### config.mk
export PLATFORM = sky130hd
export DESIGN_NAME = if_id_pipe_hs_flat
export DESIGN_NICKNAME = d
export VERILOG_FILES = /design/src/rtl/if_id_pipe_hs_if.sv /design/src/rtl/if_id_pipe_hs.sv /design/src/flat_wrapper.sv
export SDC_FILE = /design/constraint.sdc
export NUM_CORES = 1
export LEC_CHECK = 0
export BUFFER_PORTS_ARGS = -buffer_cell sky130_fd_sc_hd__clkbuf_2
export CAP_MARGIN = 40
export CORE_UTILIZATION = 30
export DETAILED_ROUTE_END_ITERATION = 10
export HOLD_SLACK_MARGIN = 0.1
export PLACE_DENSITY = 0.61
export SLEW_MARGIN = 20
export SYNTH_ARGS = -nofsm -noshare
export SYNTH_HDL_FRONTEND = slang
export SYNTH_SLANG_ARGS = --single-unit
### constraint.sdc
create_clock -name clock -period 2.6 [get_ports clock]
set_input_delay 0.52 -clock clock [delete_from_list [all_inputs] [get_ports clock]]
set_output_delay 0.52 -clock clock [all_outputs]
set_load 0.01 [all_outputs]
### src/rtl/if_id_pipe_hs_if.sv
// Valid/ready handshake bundle carrying {pc, instr} between two pipe stages.
// master drives valid/pc/instr and receives ready; slave is the mirror image.
interface if_id_pipe_hs_if #(
    parameter int PC_W    = 32,
    parameter int INSTR_W = 32
);
    logic               valid;
    logic               ready;
    logic [PC_W-1:0]    pc;
    logic [INSTR_W-1:0] instr;

    modport master (output valid, output pc, output instr, input ready);
    modport slave  (input valid, input pc, input instr, output ready);
endinterface

### src/rtl/if_id_pipe_hs.sv
// Fetch->decode pipe register: 2-entry skid buffer with valid/ready, flush and NOP bubbles.
// Define PIPE_STALL_CNT_EN to add the saturating stall_cnt output.
module if_id_pipe_hs #(
    parameter int                 PC_W      = 32,
    parameter int                 INSTR_W   = 32,
    parameter logic [INSTR_W-1:0] NOP_INSTR = {INSTR_W{1'b0}},
    parameter int                 CNT_W     = 16
) (
    input  logic                   clock,
    input  logic                   reset,
    input  logic                   flush,
    if_id_pipe_hs_if.slave         in_if,
    if_id_pipe_hs_if.master        out_if
`ifdef PIPE_STALL_CNT_EN
    ,
    output logic [CNT_W-1:0]       stall_cnt
`endif
);

    typedef enum logic [1:0] {EMPTY, ONE, FULL} state_t;

    state_t             state_q, state_d;
    logic               in_ready_q, in_ready_d;
    logic               out_valid_q, out_valid_d;
    logic [PC_W-1:0]    main_pc_q, main_pc_d;
    logic [INSTR_W-1:0] main_instr_q, main_instr_d;
    logic [PC_W-1:0]    skid_pc_q, skid_pc_d;
    logic [INSTR_W-1:0] skid_instr_q, skid_instr_d;
    logic               in_fire;
    logic               out_fire;

    assign in_fire  = in_if.valid & in_ready_q;
    assign out_fire = out_valid_q & out_if.ready;

    always_comb begin
        state_d      = state_q;
        main_pc_d    = main_pc_q;
        main_instr_d = main_instr_q;
        skid_pc_d    = skid_pc_q;
        skid_instr_d = skid_instr_q;
        unique case (state_q)
            EMPTY: begin
                if (in_fire) begin
                    state_d      = ONE;
                    main_pc_d    = in_if.pc;
                    main_instr_d = in_if.instr;
                end
            end
            ONE: begin
                if (in_fire && out_fire) begin
                    main_pc_d    = in_if.pc;
                    main_instr_d = in_if.instr;
                end else if (in_fire) begin
                    state_d      = FULL;
                    skid_pc_d    = in_if.pc;
                    skid_instr_d = in_if.instr;
                end else if (out_fire) begin
                    state_d = EMPTY;
                end
            end
            FULL: begin
                if (out_fire) begin
                    state_d      = ONE;
                    main_pc_d    = skid_pc_q;
                    main_instr_d = skid_instr_q;
                end
            end
            default: state_d = EMPTY;
        endcase
        // Flush discards both entries and any beat arriving this cycle.
        if (flush) begin
            state_d      = EMPTY;
            main_pc_d    = '0;
            main_instr_d = NOP_INSTR;
            skid_pc_d    = '0;
            skid_instr_d = NOP_INSTR;
        end
        in_ready_d  = (state_d != FULL);
        out_valid_d = (state_d != EMPTY);
    end

    always_ff @(posedge clock) begin
        if (!reset) begin
            state_q      <= EMPTY;
            in_ready_q   <= 1'b1;
            out_valid_q  <= 1'b0;
            main_pc_q    <= '0;
            main_instr_q <= NOP_INSTR;
            skid_pc_q    <= '0;
            skid_instr_q <= NOP_INSTR;
        end else begin
            state_q      <= state_d;
            in_ready_q   <= in_ready_d;
            out_valid_q  <= out_valid_d;
            main_pc_q    <= main_pc_d;
            main_instr_q <= main_instr_d;
            skid_pc_q    <= skid_pc_d;
            skid_instr_q <= skid_instr_d;
        end
    end

    assign in_if.ready  = in_ready_q;
    assign out_if.valid = out_valid_q;
    assign out_if.pc    = main_pc_q;
    assign out_if.instr = main_instr_q;

`ifdef PIPE_STALL_CNT_EN
    logic [CNT_W-1:0] stall_cnt_q, stall_cnt_d;

    // Saturating count of cycles decode refused a valid entry; flush leaves it alone.
    always_comb begin
        stall_cnt_d = stall_cnt_q;
        if (out_valid_q && !out_if.ready && !(&stall_cnt_q)) begin
            stall_cnt_d = stall_cnt_q + 1'b1;
        end
    end

    always_ff @(posedge clock) begin
        if (!reset) begin
            stall_cnt_q <= '0;
        end else begin
            stall_cnt_q <= stall_cnt_d;
        end
    end

    assign stall_cnt = stall_cnt_q;
`endif

endmodule

### src/flat_wrapper.sv
// flat-port wrapper written by rule: the top's interface ports become plain ports
module if_id_pipe_hs_flat 
#(
    parameter int                 PC_W      = 32,
    parameter int                 INSTR_W   = 32,
    parameter logic [INSTR_W-1:0] NOP_INSTR = {INSTR_W{1'b0}},
    parameter int                 CNT_W     = 16
)
  (clock, reset, flush, in_if_valid, in_if_pc, in_if_instr, in_if_ready, out_if_valid, out_if_pc, out_if_instr, out_if_ready);
  if_id_pipe_hs_if #(.PC_W(PC_W), .INSTR_W(INSTR_W)) in_if_i ();
  if_id_pipe_hs_if #(.PC_W(PC_W), .INSTR_W(INSTR_W)) out_if_i ();
  input  logic clock;
  input  logic reset;
  input  logic flush;
  input wire logic [$bits(in_if_i.valid)-1:0] in_if_valid;
  input wire logic [$bits(in_if_i.pc)-1:0] in_if_pc;
  input wire logic [$bits(in_if_i.instr)-1:0] in_if_instr;
  output wire logic [$bits(in_if_i.ready)-1:0] in_if_ready;
  output wire logic [$bits(out_if_i.valid)-1:0] out_if_valid;
  output wire logic [$bits(out_if_i.pc)-1:0] out_if_pc;
  output wire logic [$bits(out_if_i.instr)-1:0] out_if_instr;
  input wire logic [$bits(out_if_i.ready)-1:0] out_if_ready;
  assign in_if_i.valid = in_if_valid;
  assign in_if_i.pc = in_if_pc;
  assign in_if_i.instr = in_if_instr;
  assign in_if_ready = in_if_i.ready;
  assign out_if_valid = out_if_i.valid;
  assign out_if_pc = out_if_i.pc;
  assign out_if_instr = out_if_i.instr;
  assign out_if_i.ready = out_if_ready;
  if_id_pipe_hs #(.PC_W(PC_W), .INSTR_W(INSTR_W), .NOP_INSTR(NOP_INSTR), .CNT_W(CNT_W)) u_core (.clock(clock), .reset(reset), .flush(flush), .in_if(in_if_i), .out_if(out_if_i));
endmodule
==> results.md <==
* Status: finished, final reports clean
* Seq pwr share at 0.423
* Slew HR at 0.542
* Vias in the first global route at 5,063
* First-pass GRT wire length at 27,500 um
* FFs w/ async S/R, synth at 0
* Simple-Gate Fraction of Synth Area at 0.0658
* PD cells at 693 mW/mm2
* Antenna-violating nets left at 0
* Final WS setup at 0.643 ns
* Most frequent cell after synthesis: dfxtp_1
* CTS tree: done
* GRT Total Usage at 0.176
* Layout cells sized above 1 at 0.263
* CTS Root Cell: clkbuf_16
* List of most frequent post-synthesis cells: dfxtp_1, a211oi_1, a21oi_1
* Worst setup SP type: register
* Internal power at 3.81 mW
* Leak pwr at 3.02 nW
* CP Class: reg2reg
* CTS Buf Count at 17
* Die width at 141 um
* Finished Core Util at 0.384
* Synth Cell Area at 0.00583 mm2
* Boundary Pins at 135
* CORE AREA at 0.0189 mm2
* Vias at 5,325
* RSZ-0062 raised after global routing: no
* Clk_skew at 0.00973 ns
* Vias/cell at 5.44
* Flop and latch count out of synthesis at 132
* Fraction of the yosys area taken by sequential cells at 0.453
* Clock-pin slew of the registers on the worst-case setup and hold paths at 0.05 ns
* Worst setup EP type: register
* Switching pwr at 1.22 mW
* Crit share post-route at 0.753
* Die height at 141 um
* Skew-Pair Late Insertion Delay at 0.42 ns
* Fin nets at 778
* DRT iter0 DRCs at 461
* Largest cells by area after synthesis: dfxtp_1, mux2i_1, a2111oi_0
* CP top delay family: buffers and inverters
* Pre-CTS setup slack at 0.533 ns
* Adder-cell area share of the yosys netlist at 0
* Tot Pwr at 5.03 mW
* Final Hold Vio Count at 0
* Fmax at 511 MHz
* PostCTS Resize Cnt at 0
* Main combinational cell family by area after synthesis: compound AO/OA/AOI/OAI gates
* Required @ worst endpoint at 2.93 ns
* Post CTS Setup Buffer Count at 0
* Post-synthesis compound-gate area fraction at 0.301
* Largest net degree at the start of global routing at 67
* # Max-Cap Violations at 0
* Mean post-synth cell area at 9.38 um2
* Post-Synth XOR/XNOR Area at 0.00150
* VDD IR-drop max at 0.000371 V
* Die area at 0.0200 mm2
* Syn_nets at 691
* H-tree levels at 4
* Setup violators final at 0
* Placed cell area at 0.00667 mm2
* Buffers & Inverters on Critical Path at 1
* Largest area contributor in the netlist: dfxtp_1
* Logic gate share of total power at 0.108
* First-pass iteration count of the detailed router at 5
* Global route overflow at 0
* Syn. warnings at 0
* Slowest cell on the critical path: buf_4
* Final wirelength at 17,300 um
* Port Buf Inserts at 134
* Post-synth EDFFs at 0
* R2r worst-path depth at 4
* # fillers at 1,968
* Initial antenna violation count at 0
* Antenna Cells at 0
* Worst slew pin tran at 0.687 ns
* Max clock buf depth at 2
* CP max FO at 64
* Synth top area share at 0.453
* Worst setup path start: u_core.out_if.valid$_SDFF_PN0_
* # clock sinks at 132
* Worst Hold Depth at 3
* Sw Ratio at 0.243
* Area growth from synthesis to layout at 24.2%
* Mapped Cells at 622
* Worst Path Arrival at 2.29 ns
* HP Class: in2reg
* Yosys cell types at 26
* Worst-path cell chain: and4_2 > buf_4 > a2111oi_0 > a211oi_1
* Setup_tns at 0 ns
* Gpl congestion at 0.706
* Finished Cell Area at 0.00725 mm2
* Worst hold path startpoint: in_if_pc[31]
* Row cnt at 50
* Multiplexer share of the synthesized area at 0.110
* Crit path depth at 4
* Hold buffers post-CTS at 0
* Starting Density at 0.309
* DRC at 0
* Dominant synthesized flop cell: dfxtp_1
* Area occupied by multi-input gates at 0.00282 mm2
* Register area at 0.00264 mm2
* Min cycle time layout at 1.96 ns
* Crit-path max cell delay at 0.52 ns
* Final slew viol count at 0
* Detailed Place HPWL at 10,400 um
* Avg WL per Cell at 17.7 um
* R2r startpoint: u_core.out_if.valid$_SDFF_PN0_
* Power share of the clock group at 0.469
-- registers in the layout (all words and copies together), names as in the netlist --
register             count
u_core.state_q           2
u_core.skid_instr_q     32
u_core.out_if.instr     32
u_core.in_if.ready       1
u_core.out_if.valid      1
u_core.out_if.pc        32
u_core.skid_pc_q        32
-- layout make-up --
type / count / share of cell area
flip-flops and latches: 132 / 0.365
multi-input cells: 403 / 0.389
clock buffers: 24 / 0.0692
clock inverters: 4 / 0.0100
repair buffers: 153 / 0.121
inverters: 2 / 0.00104
well taps: 260 / 0.0449
-- power groups by stage --
| stage | clock, mW | combinational [mW] | sequential [mW] |
|---|---|---|---|
| after CTS | 2.39 | 0.550 | 2.13 |
| after global routing | 2.49 | 0.596 | 2.13 |
| after floorplan | 0 | 0.310 | 2.18 |
| after global placement | 0 | 0.543 | 2.17 |
| final | 2.36 | 0.542 | 2.13 |
| after detailed placement | 0 | 0.550 | 2.17 |
-- tightest hold or removal path: cells and delay by family --
kind,cells,cell delay [ns]
AOI/OAI and AO/OA,1,0.05
buffers and inverters,1,0.09
and+or+nand+nor,1,0.06
-- logic make-up after synthesis --
group                     count (synthesis)
AOI/OAI and AO/OA                       266
DFF                                     132
buffers and inverters                    87
and+or+nand+nor                          72
muxes                                    64
xor gates and xnor gates                  1
-- per-stage QoR --
step	hold WS [ns]	instances
finish	0.346	978
global route	0.331	978
CTS	0.329	978
detailed placement	0.465	950
global placement	0.458	950
floorplan	0.453	622
-- cell usage in the layout, fill, tap and decap left out, types with 2 or more instances in the layout --
cell type,Yosys,final
nand2b_4,0,2
buf_12,0,5
nand3_1,64,64
clkbuf_8,0,5
a21oi_1,65,65
bufinv_16,0,2
a2111oi_0,64,64
a211oi_1,66,66
clkbuf_2,0,134
o21ai_0,64,64
mux2i_1,64,64
buf_4,1,14
clkbuf_1,62,2
clkbuf_16,0,17
dfxtp_1,132,132
-- per-layer routing --
layer  global-route usage  wire [um]  up-vias  share of wire
met5                    0          0        -              0
met1                0.232       8000     2549           0.46
met2                0.272       8040      168           0.46
met3               0.0557       1020       20          0.059
li1                     -          -     2588              -
met4               0.0572        244        0          0.014
-- path summary, 6_finish.rpt --
check	end	slack [ns]
max	u_core.out_if.instr[15]$_SDFFE_PP0P_	0.64
min	u_core.skid_pc_q[31]$_SDFFE_PP0P_	0.35
max reg2reg	u_core.out_if.instr[15]$_SDFFE_PP0P_	0.64
min reg2reg	u_core.skid_pc_q[23]$_SDFFE_PP0P_	0.47
Power figures use the tool's default switching activity.
